### config.mk
export PLATFORM = sky130hd
export DESIGN_NAME = intersection_phase_scheduler_flat
export DESIGN_NICKNAME = d
export VERILOG_FILES = /design/src/rtl/intersection_phase_scheduler_if.sv /design/src/rtl/intersection_phase_scheduler.sv /design/src/flat_wrapper.sv
export SDC_FILE = /design/constraint.sdc
export NUM_CORES = 1
export LEC_CHECK = 0
export CORE_UTILIZATION = 50
export CTS_CLUSTER_DIAMETER = 60
export DETAILED_ROUTE_END_ITERATION = 8
export DONT_BUFFER_PORTS = 1
export PLACE_DENSITY = 0.69
export SLEW_MARGIN = 0
export SYNTH_ARGS = -nofsm -noshare
export SYNTH_HDL_FRONTEND = slang
export SYNTH_SLANG_ARGS = --single-unit
### constraint.sdc
create_clock -name clk -period 2.39 [get_ports clk]
set_clock_uncertainty 0.15 [all_clocks]
set_input_delay 0.3585 -clock clk [delete_from_list [all_inputs] [get_ports clk]]
set_output_delay 0.3585 -clock clk [all_outputs]
set_load 0.02 [all_outputs]
### src/rtl/intersection_phase_scheduler_if.sv
`default_nettype none
// ============================================================================
// Module   : intersection_phase_scheduler_if
// Purpose  : Request inputs and lamp/phase outputs of the phase scheduler.
// Revision : 1.0  initial release
// ============================================================================
interface intersection_phase_scheduler_if;
    logic       emergency;
    logic       ns_car_req;
    logic       ew_car_req;
    logic       ped_req;
    logic       ns_red;
    logic       ns_yellow;
    logic       ns_green;
    logic       ew_red;
    logic       ew_yellow;
    logic       ew_green;
    logic       ped_walk;
    logic       ped_dont_walk;
    logic [2:0] phase;

    modport master (
        output emergency, ns_car_req, ew_car_req, ped_req,
        input  ns_red, ns_yellow, ns_green, ew_red, ew_yellow, ew_green,
        input  ped_walk, ped_dont_walk, phase
    );

    modport slave (
        input  emergency, ns_car_req, ew_car_req, ped_req,
        output ns_red, ns_yellow, ns_green, ew_red, ew_yellow, ew_green,
        output ped_walk, ped_dont_walk, phase
    );
endinterface
`default_nettype wire

### src/rtl/intersection_phase_scheduler.sv
`default_nettype none
// ============================================================================
// Module   : intersection_phase_scheduler
// Purpose  : Two-approach intersection plus all-way walk, sequenced by a
//            Moore FSM with one shared down-counter and all-red clearance.
// Revision : 1.0  initial release
// ============================================================================
module intersection_phase_scheduler #(
    parameter int GREEN_TIME  = 30,
    parameter int YELLOW_TIME = 5,
    parameter int ALLRED_TIME = 2,
    parameter int WALK_TIME   = 5,
    parameter int CNT_W       = 8
) (
    input  logic                          clk,
    input  logic                          rst,
    intersection_phase_scheduler_if.slave bus
);

    localparam logic [2:0] c_ALL_RED   = 3'd0;
    localparam logic [2:0] c_NS_GREEN  = 3'd1;
    localparam logic [2:0] c_NS_YELLOW = 3'd2;
    localparam logic [2:0] c_EW_GREEN  = 3'd3;
    localparam logic [2:0] c_EW_YELLOW = 3'd4;
    localparam logic [2:0] c_PED_WALK  = 3'd5;
    localparam logic [2:0] c_EMERG     = 3'd6;

    localparam logic [CNT_W-1:0] c_GREEN_LD  = CNT_W'(GREEN_TIME - 1);
    localparam logic [CNT_W-1:0] c_YELLOW_LD = CNT_W'(YELLOW_TIME - 1);
    localparam logic [CNT_W-1:0] c_ALLRED_LD = CNT_W'(ALLRED_TIME - 1);
    localparam logic [CNT_W-1:0] c_WALK_LD   = CNT_W'(WALK_TIME - 1);
    localparam logic [CNT_W-1:0] c_ONE       = CNT_W'(1);

    logic [2:0]       r_state;
    logic [2:0]       w_next_state;
    logic [CNT_W-1:0] r_count;
    logic [CNT_W-1:0] w_next_count;
    logic             r_ns_pend;
    logic             r_ew_pend;
    logic             r_ped_pend;
    logic             r_last_dir_ew;
    logic             r_last_ped;
    logic             w_done;
    logic             w_ped_wins;
    logic             w_enter_ns;
    logic             w_enter_ew;
    logic             w_enter_ped;

    assign w_done = (r_count == '0);
    // A served walk yields to any waiting car before walking again
    assign w_ped_wins = r_ped_pend & ~(r_last_ped & (r_ns_pend | r_ew_pend));

    always_comb begin
        w_next_state = r_state;
        w_next_count = w_done ? '0 : r_count - c_ONE;
        case (r_state)
            c_ALL_RED: begin
                if (w_done) begin
                    if (w_ped_wins) begin
                        w_next_state = c_PED_WALK;
                        w_next_count = c_WALK_LD;
                    end else if (r_ns_pend && (!r_ew_pend || r_last_dir_ew)) begin
                        w_next_state = c_NS_GREEN;
                        w_next_count = c_GREEN_LD;
                    end else if (r_ew_pend) begin
                        w_next_state = c_EW_GREEN;
                        w_next_count = c_GREEN_LD;
                    end
                end
            end
            c_NS_GREEN, c_EW_GREEN: begin
                if (w_done) begin
                    w_next_state = (r_state == c_NS_GREEN) ? c_NS_YELLOW : c_EW_YELLOW;
                    w_next_count = c_YELLOW_LD;
                end
            end
            c_NS_YELLOW, c_EW_YELLOW, c_PED_WALK: begin
                if (w_done) begin
                    w_next_state = c_ALL_RED;
                    w_next_count = c_ALLRED_LD;
                end
            end
            c_EMERG: begin
                w_next_state = c_ALL_RED;
                w_next_count = c_ALLRED_LD;
            end
            default: begin
                w_next_state = c_ALL_RED;
                w_next_count = c_ALLRED_LD;
            end
        endcase
        if (bus.emergency) begin
            w_next_state = c_EMERG;
            w_next_count = '0;
        end
    end

    assign w_enter_ns  = (w_next_state == c_NS_GREEN) && (r_state != c_NS_GREEN);
    assign w_enter_ew  = (w_next_state == c_EW_GREEN) && (r_state != c_EW_GREEN);
    assign w_enter_ped = (w_next_state == c_PED_WALK) && (r_state != c_PED_WALK);

    always_ff @(posedge clk) begin
        if (rst) begin
            r_state       <= c_ALL_RED;
            r_count       <= c_ALLRED_LD;
            r_ns_pend     <= 1'b0;
            r_ew_pend     <= 1'b0;
            r_ped_pend    <= 1'b0;
            r_last_dir_ew <= 1'b1;
            r_last_ped    <= 1'b0;
        end else begin
            r_state    <= w_next_state;
            r_count    <= w_next_count;
            // A request on the entry edge is not ignored, so it re-arms the bit
            r_ns_pend  <= (r_ns_pend  & ~w_enter_ns)  | (bus.ns_car_req & (r_state != c_NS_GREEN));
            r_ew_pend  <= (r_ew_pend  & ~w_enter_ew)  | (bus.ew_car_req & (r_state != c_EW_GREEN));
            r_ped_pend <= (r_ped_pend & ~w_enter_ped) | (bus.ped_req    & (r_state != c_PED_WALK));
            if (w_enter_ns) begin
                r_last_dir_ew <= 1'b0;
            end else if (w_enter_ew) begin
                r_last_dir_ew <= 1'b1;
            end
            if (w_enter_ped) begin
                r_last_ped <= 1'b1;
            end else if (w_enter_ns || w_enter_ew) begin
                r_last_ped <= 1'b0;
            end
        end
    end

    always_comb begin
        bus.ns_red    = 1'b0;
        bus.ns_yellow = 1'b0;
        bus.ns_green  = 1'b0;
        bus.ew_red    = 1'b0;
        bus.ew_yellow = 1'b0;
        bus.ew_green  = 1'b0;
        bus.ped_walk  = 1'b0;
        case (r_state)
            c_NS_GREEN:  begin bus.ns_green  = 1'b1; bus.ew_red = 1'b1; end
            c_NS_YELLOW: begin bus.ns_yellow = 1'b1; bus.ew_red = 1'b1; end
            c_EW_GREEN:  begin bus.ew_green  = 1'b1; bus.ns_red = 1'b1; end
            c_EW_YELLOW: begin bus.ew_yellow = 1'b1; bus.ns_red = 1'b1; end
            c_PED_WALK:  begin bus.ns_red = 1'b1; bus.ew_red = 1'b1; bus.ped_walk = 1'b1; end
            c_EMERG:     begin end
            default:     begin bus.ns_red = 1'b1; bus.ew_red = 1'b1; end
        endcase
    end

    assign bus.ped_dont_walk = ~bus.ped_walk;
    assign bus.phase         = r_state;

endmodule
`default_nettype wire
### src/flat_wrapper.sv
// flat-port wrapper written by rule: the top's interface ports become plain ports
module intersection_phase_scheduler_flat 
#(
    parameter int GREEN_TIME  = 30,
    parameter int YELLOW_TIME = 5,
    parameter int ALLRED_TIME = 2,
    parameter int WALK_TIME   = 5,
    parameter int CNT_W       = 8
)
  (clk, rst, bus_emergency, bus_ns_car_req, bus_ew_car_req, bus_ped_req, bus_ns_red, bus_ns_yellow, bus_ns_green, bus_ew_red, bus_ew_yellow, bus_ew_green, bus_ped_walk, bus_ped_dont_walk, bus_phase);
  intersection_phase_scheduler_if bus_i ();
  input  logic clk;
  input  logic rst;
  input wire logic [$bits(bus_i.emergency)-1:0] bus_emergency;
  input wire logic [$bits(bus_i.ns_car_req)-1:0] bus_ns_car_req;
  input wire logic [$bits(bus_i.ew_car_req)-1:0] bus_ew_car_req;
  input wire logic [$bits(bus_i.ped_req)-1:0] bus_ped_req;
  output wire logic [$bits(bus_i.ns_red)-1:0] bus_ns_red;
  output wire logic [$bits(bus_i.ns_yellow)-1:0] bus_ns_yellow;
  output wire logic [$bits(bus_i.ns_green)-1:0] bus_ns_green;
  output wire logic [$bits(bus_i.ew_red)-1:0] bus_ew_red;
  output wire logic [$bits(bus_i.ew_yellow)-1:0] bus_ew_yellow;
  output wire logic [$bits(bus_i.ew_green)-1:0] bus_ew_green;
  output wire logic [$bits(bus_i.ped_walk)-1:0] bus_ped_walk;
  output wire logic [$bits(bus_i.ped_dont_walk)-1:0] bus_ped_dont_walk;
  output wire logic [$bits(bus_i.phase)-1:0] bus_phase;
  assign bus_i.emergency = bus_emergency;
  assign bus_i.ns_car_req = bus_ns_car_req;
  assign bus_i.ew_car_req = bus_ew_car_req;
  assign bus_i.ped_req = bus_ped_req;
  assign bus_ns_red = bus_i.ns_red;
  assign bus_ns_yellow = bus_i.ns_yellow;
  assign bus_ns_green = bus_i.ns_green;
  assign bus_ew_red = bus_i.ew_red;
  assign bus_ew_yellow = bus_i.ew_yellow;
  assign bus_ew_green = bus_i.ew_green;
  assign bus_ped_walk = bus_i.ped_walk;
  assign bus_ped_dont_walk = bus_i.ped_dont_walk;
  assign bus_phase = bus_i.phase;
  intersection_phase_scheduler #(.GREEN_TIME(GREEN_TIME), .YELLOW_TIME(YELLOW_TIME), .ALLRED_TIME(ALLRED_TIME), .WALK_TIME(WALK_TIME), .CNT_W(CNT_W)) u_core (.clk(clk), .rst(rst), .bus(bus_i));
endmodule
# Yosys cells after proc, flatten, opt, wreduce, memory -nomap -nowiden
# Cells that the tools add are included.
# Widths: inputs -> output; s select.
[word_totals] regBits=16 in_bits=6 output_inout_bits=11 elab_cells=83
[op_classes] n_addsub=1 eq_ne=12 mux=29 n_bitwise=17 reduce_logical=16
[op_table] op="$mux 8" n=7
[op_table] op="$mux 3" n=8
[op_table] op="$pmux 8 s3" n=1
[op_table] op="$eq 3x3->1 const B" n=4
[op_table] op="$mux 1" n=12
[op_table] op="$eq 3x2->1 const B" n=3
[op_table] op="$pmux 3 s3" n=1
[op_table] op="$reduce_or 3->1" n=3
[op_table] op="$and 1x1->1" n=8
[op_table] op="$logic_not 8->1" n=1
[op_table] op="$sub 8x1->8 const B" n=1
[op_table] op="$eq 3x1->1 const B" n=2
[op_table] op="$not 1->1" n=5
[op_table] op="$logic_and 1x1->1" n=4
[op_table] op="$or 1x1->1" n=4
[op_table] op="$reduce_bool 2->1" n=2
[op_table] op="$reduce_or 2->1" n=2
[op_table] op="$logic_not 3->1" n=1
[op_table] op="$ne 3x1->1 const B" n=1
[op_table] op="$ne 3x2->1 const B" n=1
[op_table] op="$ne 3x3->1 const B" n=1
[op_table] op="$logic_or 1x1->1" n=2
[op_table] op="$logic_not 1->1" n=1

# Logic depth before layout (Yosys ltp)
[logic_depth] depth_word=13 mapped_depth=8 mapped_depth_nobuf=7

# Worst setup path before layout
# OpenSTA, ideal clock, no wires.
[synth_timing] path_type="register to register" startpoint="register u_core.r_state[1], in the netlist u_core.bus.phase[1]" endpoint="register u_core.r_ns_pend" setup_time_ns=0.141 t_arrival_ns=1.790 required_ns=2.099 path_slack_ns=0.309 stages_incl_launch_ff=9 path_buffers=1 period_less_slack_ns=2.081 path_cell_list="dfxtp_1 buf_2 nor2b_1 nand2_1 inv_1 a211oi_1 a41oi_1 nor3_2 a311oi_2"
[synth_via] elab_chain_cells=11 elab_cells_between_ends=24 cone_classes="eq/ne: 7; mux: 9; bitwise: 4; reduce/logical: 4"
[synth_lines] item="start: declaration" line="intersection_phase_scheduler.sv:34" rtl="logic [2:0] r_state;"
[synth_lines] item="start signal: assignment" line="intersection_phase_scheduler.sv:104" rtl="r_state <= c_ALL_RED;"
[synth_lines] item="start signal: assignment" line="intersection_phase_scheduler.sv:112" rtl="r_state <= w_next_state;"
[synth_lines] item="$mux 3" line="intersection_phase_scheduler.sv:65" rtl="end else if (r_ew_pend) begin"
[synth_lines] item="$mux 3" line="intersection_phase_scheduler.sv:62" rtl="end else if (r_ns_pend && (!r_ew_pend || r_last_dir_ew)) begin"
[synth_lines] item="$mux 3" line="intersection_phase_scheduler.sv:59" rtl="if (w_ped_wins) begin"
[synth_lines] item="$mux 3" line="intersection_phase_scheduler.sv:58" rtl="if (w_done) begin"
[synth_lines] item="$pmux 3 s3" line="intersection_phase_scheduler.sv:56" rtl="case (r_state)"
[synth_lines] item="$mux 3" line="intersection_phase_scheduler.sv:92" rtl="if (bus.emergency) begin"
[synth_lines] item="$eq 3x1->1" line="intersection_phase_scheduler.sv:98" rtl="assign w_enter_ns = (w_next_state == c_NS_GREEN) && (r_state != c_NS_GREEN);"
[synth_lines] item="$logic_and 1x1->1" line="intersection_phase_scheduler.sv:98"
[synth_lines] item="$not 1->1" line="intersection_phase_scheduler.sv:115" rtl="r_ns_pend <= (r_ns_pend & ~w_enter_ns) | (bus.ns_car_req & (r_state != c_NS_GREEN));"
[synth_lines] item="$and 1x1->1" line="intersection_phase_scheduler.sv:115"
[synth_lines] item="$or 1x1->1 *" line="intersection_phase_scheduler.sv:115"
[synth_lines] item="end signal: assignment" line="intersection_phase_scheduler.sv:115"
[synth_lines] item="end: declaration" line="intersection_phase_scheduler.sv:38" rtl="logic r_ns_pend;"
# Mark *: on every way between the ends. The rest lies on a longest branch, timed or not.
# A chain may end at the register's enable or synchronous reset.

# Worst setup path after layout
[layout_timing] startpoint="register u_core.r_state[2], in the netlist u_core.bus.phase[2]" endpoint="output bus_ns_red"
[layout_via] elab_chain_cells=3 elab_cells_between_ends=5 cone_classes="eq/ne: 3; mux: 1; reduce/logical: 1"
[layout_lines] item="$eq 3x2->1, or another cell as far along" line="intersection_phase_scheduler.sv:139" rtl="case (r_state)"
[layout_lines] item="$reduce_or 3->1 (no source line) *"
[layout_lines] item="$mux 1 *" line="intersection_phase_scheduler.sv:139"
[layout_lines] item="end: declaration" line="flat_wrapper.sv:18" rtl="output wire logic [$bits(bus_i.ns_red)-1:0] bus_ns_red;"
# Marks and branches as above.

==> run metrics <==
die height 46.72 µm; global-route usage over all layers 0.2615; Max stage delay cell, worst path dfxtp_1; setup TNS 0 ns; first-pass GRT wire length 4036 µm; Initial Utilization 0.5549; cell taking the most area after synthesis dfxtp_1; Leak Pwr 0.4441 nW; NumNets Final 138; CTS Hold Bufs 1; Reg2Reg Depth 5; Tmin final 2.269 ns; later-pin clock latency in the skew report 0.28 ns; Avg Inst Size Synth 8.128 µm²; cell chain of the critical path nor2b_1 > nand2b_1 > inv_1 > nor2_1; row count 15; worst slack, placed 0.3411 ns; top post-synthesis cells by area dfxtp_1, nand2_1, a21oi_1, nor2_1, xor2_1; Worst VDD drop 0.0003979 V; largest net degree at the start of global routing 12; Synth Flop Type dfxtp_1; Worst slew margin 0.6518; antenna cells 0; status completed; Vias 924; drt drc 0; ratio of cells with drive above 1 in the final layout 0.1484; Die W 46.72 µm; Hold Vio Cnt, Final 0; RePlAce Congestion 0.8714; antenna violations before repair 0; Worst-Margin Slew 0.5184 ns; H-tree levels 1; worst r2r src u_core.bus.phase[0]; CTS root buf clkbuf_4; Hold Path End u_core.bus.phase[1]; CP startpoint kind flip-flop; commonest non-fill, non-tap cells in the layout dfxtp_1, nand2_1, nor2_1; Worst path top cell family by delay simple AND/OR/NAND/NOR gates; Sink Count 16; Crit path depth 4; Syn Nets 131; Synth top area share 0.3204; CP Class flip-flop to output port; hold crit path type primary input to flip-flop; Max Fclk 440.6 MHz; Detailed Route WL 2411 µm; Max-cap violations 0; EDFF count, synth 0; DRT Pass-1 Iters 4; CTS Buf Count 3; area grow syn2layout 8.261%; PD cells 673.9 nW/µm²; CTS tree done; max incr delay on CP 0.61 ns; wire length per cell 15.76 µm; Unique masters post-synth 43; Ports 17; flop-to-flop setup slack 0.28 ns; Detail Route Antenna Nets 0; register bit total from synthesis 16; vias in the first global route 895; FF-to-FF End u_core.r_ew_pend; cell area after synthesis 999.7 µm²; final hold slack 0.04809 ns; Clock Pin Slew Worst Setup and Hold Paths 0.09 ns; CP Data Required Time 1.88 ns; Final Max Tran Viols 0; CTS max path bufs 2; Vias/cell 6.039; hold_sp bus_emergency; setup violators final 0; unrepaired setup endpoints after global routing no; cell count after synthesis 123; most common cell after layout, fill and taps aside dfxtp_1; die area 2182 µm²; Worst EP arrival 1.76 ns; Port Buffers 0; fin crit share 0.9496; Synth Warn # 0; initial drt markers 42; register area share after synthesis 0.3204; CP max FO 11; GRT overflow 0; core area 1802 µm²; CTS resizes 0; hold depth 2; setup bufs post-CTS 0; Async SR Flop Fraction 0; post-route setup slack 0.1206 ns; CP Capture Type output port; WP buf/inv 1; hpwl dp 1788 µm
==> where the power goes <==
| group | switching [mW] | total, mW | internal (mW) | leakage [nW] |
|---|---|---|---|---|
| clock network | 0.0834 | 0.142 | 0.0585 | 0.0138 |
| registers | 0.0397 | 0.331 | 0.292 | 0.132 |
| logic | 0.156 | 0.256 | 0.100 | 0.299 |
==> worst reg2reg max path, stage by stage (launching register included) <==
cell       delay (ns)
dfxtp_1          0.47
nor3_1           0.41
o2111ai_1        0.24
a31oi_1          0.36
nand3_1          0.12
a31o_2           0.25
==> synth_stat cells, types with 2 or more instances <==
cell type	count
dfxtp_1	16
nand2_1	14
nor2_1	12
a21oi_1	10
inv_1	7
a31oi_1	5
nor2b_1	5
xor2_1	5
nor3_1	4
o21ai_0	4
nand2b_1	3
a311oi_1	2
buf_2	2
ha_1	2
nand2_2	2
nand3_1	2
nor4_4	2
==> per-stage QoR <==
stage                     cells  utilization  instance area (µm²)  power, mW
after floorplan             123            -                999.7     0.5467
after global placement      148       0.5771                 1040     0.5802
after detailed placement    148       0.5771                 1040     0.5838
after CTS                   152       0.5951                 1072     0.7277
after global routing        153       0.6007                 1082     0.7779
final                       153       0.6007                 1082     0.7293
==> routing by layer <==
layer | track usage | wire length, µm
met5 | 0 | 0
met4 | 0.08571 | 27
met3 | 0.06667 | 250
met2 | 0.3833 | 1023
met1 | 0.3715 | 1110
==> cells by family after synthesis <==
logic type	after synthesis	synth area share
AND/OR/NAND/NOR	55	0.3254
AO/OA/AOI/OAI	32	0.2215
XOR/XNOR	6	0.05257
buffers and inverters	12	0.05507
adder cells (fa/ha/maj)	2	0.02503
flip-flops	16	0.3204
==> state kept, by name, summed over array words and instances (netlist names) <==
name,flops
u_core.bus.phase,3
u_core.r_count,8
u_core.r_ew_pend,1
u_core.r_last_dir_ew,1
u_core.r_last_ped,1
u_core.r_ns_pend,1
u_core.r_ped_pend,1
==> worst max-delay path by stage <==
stage,start,endpoint,slack (ns)
CTS,u_core.bus.phase[2],bus_ns_red,0.14
global route,u_core.bus.phase[2],bus_ns_red,0.03
floorplan,u_core.bus.phase[1],u_core.r_ns_pend,0.31
finish,u_core.bus.phase[2],bus_ns_red,0.12
detailed placement,u_core.r_count[0],u_core.r_ns_pend,0.34
global placement,u_core.r_count[0],u_core.r_last_ped,0.38
==> layout make-up <==
| type | count | area (µm²) |
|---|---|---|
| Fill cell | 174 | 719.4 |
| Multi-Input combinational cell | 95 | 624.3 |
| Sequential cell | 16 | 320.3 |
| Timing Repair Buffer | 7 | 57.56 |
| Tap cell | 25 | 31.28 |
| Inverter | 7 | 26.28 |
| Clock buffer | 3 | 22.52 |
(Power assumes the default switching activity.)
